File: src/rtl/exp_align_alu.sv
// exp_align_alu: two-stage pipelined exponent-alignment ALU for the FP adder.
// Stage 1 captures the operands and the mode. Stage 2 computes and registers
// the mode result, borrow, swap, max exponent and mantissa shift amount.
// Build option: define EXP_ALIGN_SAT_EN to clamp shamt at MAX_SHIFT. Without
// it, shamt is the low SHW bits of |A-B| and no clamp comparator is built.
//
// Handshake: a transfer happens on a rising edge where valid && ready are both
// high. A producer holds valid and its data stable until that transfer.
// in_ready is the only output that depends combinationally on an input
// (out_ready).
module exp_align_alu #(
  parameter int          EW        = 8,
  parameter int          SHW       = 5,
  parameter int unsigned MAX_SHIFT = 27
) (
  input  logic           clk,
  input  logic           rst_n,
  input  logic           in_valid,
  output logic           in_ready,
  input  logic [EW-1:0]  a_exp,
  input  logic [EW-1:0]  b_exp,
  input  logic [1:0]     mode,
  output logic           out_valid,
  input  logic           out_ready,
  output logic [EW-1:0]  result,
  output logic           borrow,
  output logic           swap,
  output logic [EW-1:0]  big_exp,
  output logic [SHW-1:0] shamt
);

  logic           s1_valid;
  logic [EW-1:0]  s1_a;
  logic [EW-1:0]  s1_b;
  logic [1:0]     s1_mode;

  logic           s2_load;
  logic           accept;

  logic [EW:0]    a_minus_b;
  logic [EW:0]    b_minus_a;
  logic           a_ge_b;
  logic [EW-1:0]  abs_diff;
  logic [EW-1:0]  nxt_result;
  logic [EW-1:0]  nxt_big;
  logic           nxt_borrow;
  logic           nxt_swap;
  logic [SHW-1:0] nxt_shamt;

  // The output register can take new data when it is empty or being consumed.
  // Stage 1 can accept when it is empty or is moving into stage 2 this cycle.
  assign s2_load  = !out_valid || out_ready;
  assign in_ready = !s1_valid || s2_load;
  assign accept   = in_valid && in_ready;

  // Mode-independent compare plus the mode-selected result and flags.
  always_comb begin
    a_minus_b  = {1'b0, s1_a} - {1'b0, s1_b};
    b_minus_a  = {1'b0, s1_b} - {1'b0, s1_a};
    a_ge_b     = !a_minus_b[EW];
    abs_diff   = a_ge_b ? a_minus_b[EW-1:0] : b_minus_a[EW-1:0];
    nxt_big    = a_ge_b ? s1_a : s1_b;
    nxt_result = '0;
    nxt_borrow = 1'b0;
    nxt_swap   = 1'b0;
    case (s1_mode)
      2'b00: begin
        nxt_result = b_minus_a[EW-1:0];
        nxt_borrow = b_minus_a[EW];
      end
      2'b01: begin
        nxt_result = a_minus_b[EW-1:0];
        nxt_borrow = a_minus_b[EW];
      end
      2'b10: begin
        nxt_result = s1_a;
      end
      default: begin
        nxt_result = abs_diff;
        nxt_swap   = !a_ge_b;
      end
    endcase
  end

`ifdef EXP_ALIGN_SAT_EN
  // Clamp the shift so the alignment shifter never sees more than MAX_SHIFT.
  always_comb begin
    if (32'(abs_diff) > MAX_SHIFT) nxt_shamt = SHW'(MAX_SHIFT);
    else                           nxt_shamt = SHW'(abs_diff);
  end
`else
  // Raw low bits; the downstream shifter flushes large shifts to sticky itself.
  assign nxt_shamt = SHW'(abs_diff);
`endif

  // Stage 1: capture operands on handshake, empty when handed to stage 2.
  always_ff @(posedge clk or negedge rst_n) begin
    if (!rst_n) begin
      s1_valid <= 1'b0;
      s1_a     <= '0;
      s1_b     <= '0;
      s1_mode  <= '0;
    end else if (accept) begin
      s1_valid <= 1'b1;
      s1_a     <= a_exp;
      s1_b     <= b_exp;
      s1_mode  <= mode;
    end else if (s2_load) begin
      s1_valid <= 1'b0;
    end
  end

  // Stage 2: output registers; they hold unchanged while the consumer stalls.
  always_ff @(posedge clk or negedge rst_n) begin
    if (!rst_n) begin
      out_valid <= 1'b0;
      result    <= '0;
      borrow    <= 1'b0;
      swap      <= 1'b0;
      big_exp   <= '0;
      shamt     <= '0;
    end else if (s2_load) begin
      out_valid <= s1_valid;
      if (s1_valid) begin
        result  <= nxt_result;
        borrow  <= nxt_borrow;
        swap    <= nxt_swap;
        big_exp <= nxt_big;
        shamt   <= nxt_shamt;
      end
    end
  end

endmodule

File: config.mk
export PLATFORM = sky130hd
export DESIGN_NAME = exp_align_alu
export DESIGN_NICKNAME = d
export VERILOG_FILES = /design/src/rtl/exp_align_alu.sv
export SDC_FILE = /design/constraint.sdc
export NUM_CORES = 1
export LEC_CHECK = 0
export CAP_MARGIN = 20
export CORE_MARGIN = 2
export CORE_UTILIZATION = 45
export DETAILED_ROUTE_END_ITERATION = 10
export GPL_TIMING_DRIVEN = 0
export PLACE_DENSITY = 0.8
export SLEW_MARGIN = 20
export SYNTH_ARGS = -nofsm -noshare
export SYNTH_HDL_FRONTEND = slang
export SYNTH_SLANG_ARGS = --single-unit
export TNS_END_PERCENT = 10
File: constraint.sdc
create_clock -name clk -period 2.7 [get_ports clk]
set_clock_uncertainty 0.1 [all_clocks]
set_input_delay 0.81 -clock clk [delete_from_list [all_inputs] [get_ports clk]]
set_output_delay 0.81 -clock clk [all_outputs]
set_load 0.05 [all_outputs]
==> flow_metrics.tcl <==
set metrics [dict create \
    synth.distinct_cells 52 \
    r2r_start "s1_b[0]" \
    synth.top_cell.area_share_pct 39.43 \
    pre_cts_ws_ns -0.4658 \
    cts.sinks 43 \
    num_antenna_cells 0 \
    synthTopCellsByArea "dfrtp_1 39%, mux2_2 7.8%, ha_1 7.8%, mux2i_1 5.5%, nand2_1 3.7%" \
    synth_edf_count 0 \
    clock_power_share_pct 12.8 \
    r2r_slack_ns 0.11 \
    setup_viol 0 \
    wl_per_cell_um 15.65 \
    path_cells "clkdlybuf4s50_1 > nand3b_1 > buf_2" \
    hold_path.class "input port to asynchronous set/reset pin" \
    ys_seq_area_share_pct 39.43 \
    antenna_found_initial 0 \
    r2r_cells 10 \
    worstPathArrival_ns 1.70 \
    vias_per_cell 5.354 \
    port_buffers 46 \
    route.antenna.remaining_nets 0 \
    synthesis.area_um2 2729 \
    synth_fp_nets 317 \
    post_synth.cell_area_avg_um2 9.887 \
    status "complete, no violations" \
    finalHoldViolCount 0 \
    start_util_pct 46.36 \
    path_buf_inv 2 \
    cp-startpoint "out_ready" \
    drt_iter0_markers 124 \
    grt_max_degree 29 \
    rr_endpoint "result[4]" \
    ir_drop_mv 0.5579 \
    ys_seq_elements 43 \
    first_pass_iters 4 \
    placed_cells 398 \
    p_leak_nw 1.587 \
    yosys-top-cells-count "43 x dfrtp_1, 27 x nand2_1, 20 x inv_1" \
    remaining_drc_errors 0 \
    start_kind "input port" \
    tightest_slew_ns 0.6907 \
    power_frac_comb_pct 58.3 \
    final_area_um2 3481 \
    end_kind "primary output" \
    clock-root-buffer "clkbuf_8" \
    routabilityCongestion 0.8857 \
    vias 2195 \
    cp_top_family "buffers and inverters" \
    fin_crit_sh_pct 96.67 \
    rows 28 \
    tns_ns 0 \
    die_width_um 81.87 \
    yosysTopAreaCell "dfrtp_1" \
    cp.depth 3 \
    min_period_ns 2.610 \
    core-area_um2 5886 \
    cp_data_required_time_ns 1.79 \
    die-area_um2 6703 \
    htree_levels 2 \
    num_io_pins 47 \
    cts-buffers-inserted 5 \
    path_clk_slew_ns 0.08 \
    p_int_mw 1.782 \
    grt.overflow.total 0 \
    grt_pass1_vias 2191 \
    sw_frac_of_total_pct 45.50 \
    grt_usage_pct 20.44 \
    slowest_delay_ns 0.47 \
    slew_headroom_pct 53.78 \
    synth-main-ff-cell "dfrtp_1" \
    critPathMaxFanout 3 \
    syn_inst 276 \
    crit_end "in_ready" \
    postPlaceCellArea_um2 3298 \
    critical_path_class "input port to primary output" \
    synth.yosys.warnings 0 \
    setup_ws_ns 0.08979 \
    cts_tree "built" \
    insertion_delay_ns 0.30 \
    synthArstFlopShare_pct 100.0 \
    synth_most_common_cell "dfrtp_1" \
    syn_to_final_growth_pct 27.56 \
    wl_um 6418 \
    post-dp-hpwl_um 4788 \
    max_freq_ghz 0.3831 \
    maxCapViolCount 0 \
    netSwitchingPower_mw 1.488 \
    seq_power_share_pct 28.9 \
    nets 376 \
    die_y_um 81.87 \
    rsz0062_at_grt "true" \
    drive_above_1_share_pct 17.61 \
    grt_pass1_wl_um 10410 \
    power_density_nw_per_um2 939.5 \
    total_power_mw 3.270 \
    drv_slew 0 \
    cts_buffer_depth 2 \
    cpMaxStageDelayCell "clkdlybuf4s50_1" \
    stdcell_count 410 \
]
## kinds of logic after synthesis
group,count (synthesis),share of synthesized area (%)
XOR/XNOR,10,3.210
multiplexers,34,13.34
adder cells (fa/ha/maj),19,9.262
buffers and inverters,37,6.923
flip-flops,43,39.43
AO/OA/AOI/OAI,64,15.50
AND/OR/NAND/NOR,69,12.33
## state kept, by name, summed over array words and instances (netlist names)
| signal | count |
|---|---|
| big_exp | 8 |
| result | 8 |
| s1_a | 8 |
| s1_b | 8 |
| shamt | 5 |
| s1_mode | 2 |
| borrow | 1 |
| out_valid | 1 |
| s1_valid | 1 |
| swap | 1 |
## cell usage in the layout (no fill, tap or decap), drive strengths merged, types with 2 or more instances in the layout
cell type       n
inv            20
clkdlybuf4s50  44
and3            4
a21oi          14
a21o            6
o21ai          20
nor2           16
mux2i          15
a221oi          5
nand3b          2
buf            18
mux2           19
clkbuf         12
dfrtp          43
nand2b          4
ha             17
a22oi           2
o31ai           2
o211a           2
fa              2
o22ai           3
clkinv          2
nand3           4
nor3            4
nand2          27
xnor2           7
xor2            3
nor2b           2
## repair_timing
| action | CTS | global route |
|---|---|---|
| pin swaps | 0 | 8 |
| hold buffers | 0 | 0 |
| hold endpoints to repair | 0 | 0 |
| setup buffers | 0 | 5 |
| setup endpoints to repair | 2 | 20 |
| resized for setup | 6 | 11 |
## through the flow
step / util (%) / hold WS (ns)
final: 59.14 / 0.3181
after CTS: 57.55 / 0.3287
after floorplan: - / 0.3711
after global routing: 59.14 / 0.3467
after global placement: 55.78 / 0.3641
after detailed placement: 56.04 / 0.3690
## routing by layer
metal	part of all wire [%]	track usage, %
met4	2.3	7.500
met1	46	26.86
met2	46	33.17
met5	0	0
met3	5.6	4.286
## worst min-delay path by stage
stage,end,slack (ns),cells after the start
global placement,shamt[4],0.36,2
floorplan,out_valid,0.37,1
finish,shamt[1],0.32,1
CTS,shamt[1],0.33,1
global route,shamt[1],0.35,1
detailed placement,swap,0.37,2
## power groups by stage
stage / clock network [mW] / registers [mW] / logic (mW)
global placement: 0 / 0.948 / 1.77
CTS: 0.429 / 0.946 / 1.81
detailed placement: 0 / 0.957 / 1.80
finish: 0.420 / 0.945 / 1.91
floorplan: 0 / 1.40 / 0.828
global route: 0.458 / 0.972 / 2.05
## layout make-up
type | instances | area, µm²
clock inverters | 1 | 5.005
multi-input cells | 196 | 1510
flip-flops and latches | 43 | 1076
plain buffers | 16 | 113.9
well taps | 75 | 93.84
repair buffers | 52 | 520.5
fillers | 531 | 2405
clock buffers | 6 | 82.58
inverters | 21 | 78.83
Power figures use the tool's default switching activity.
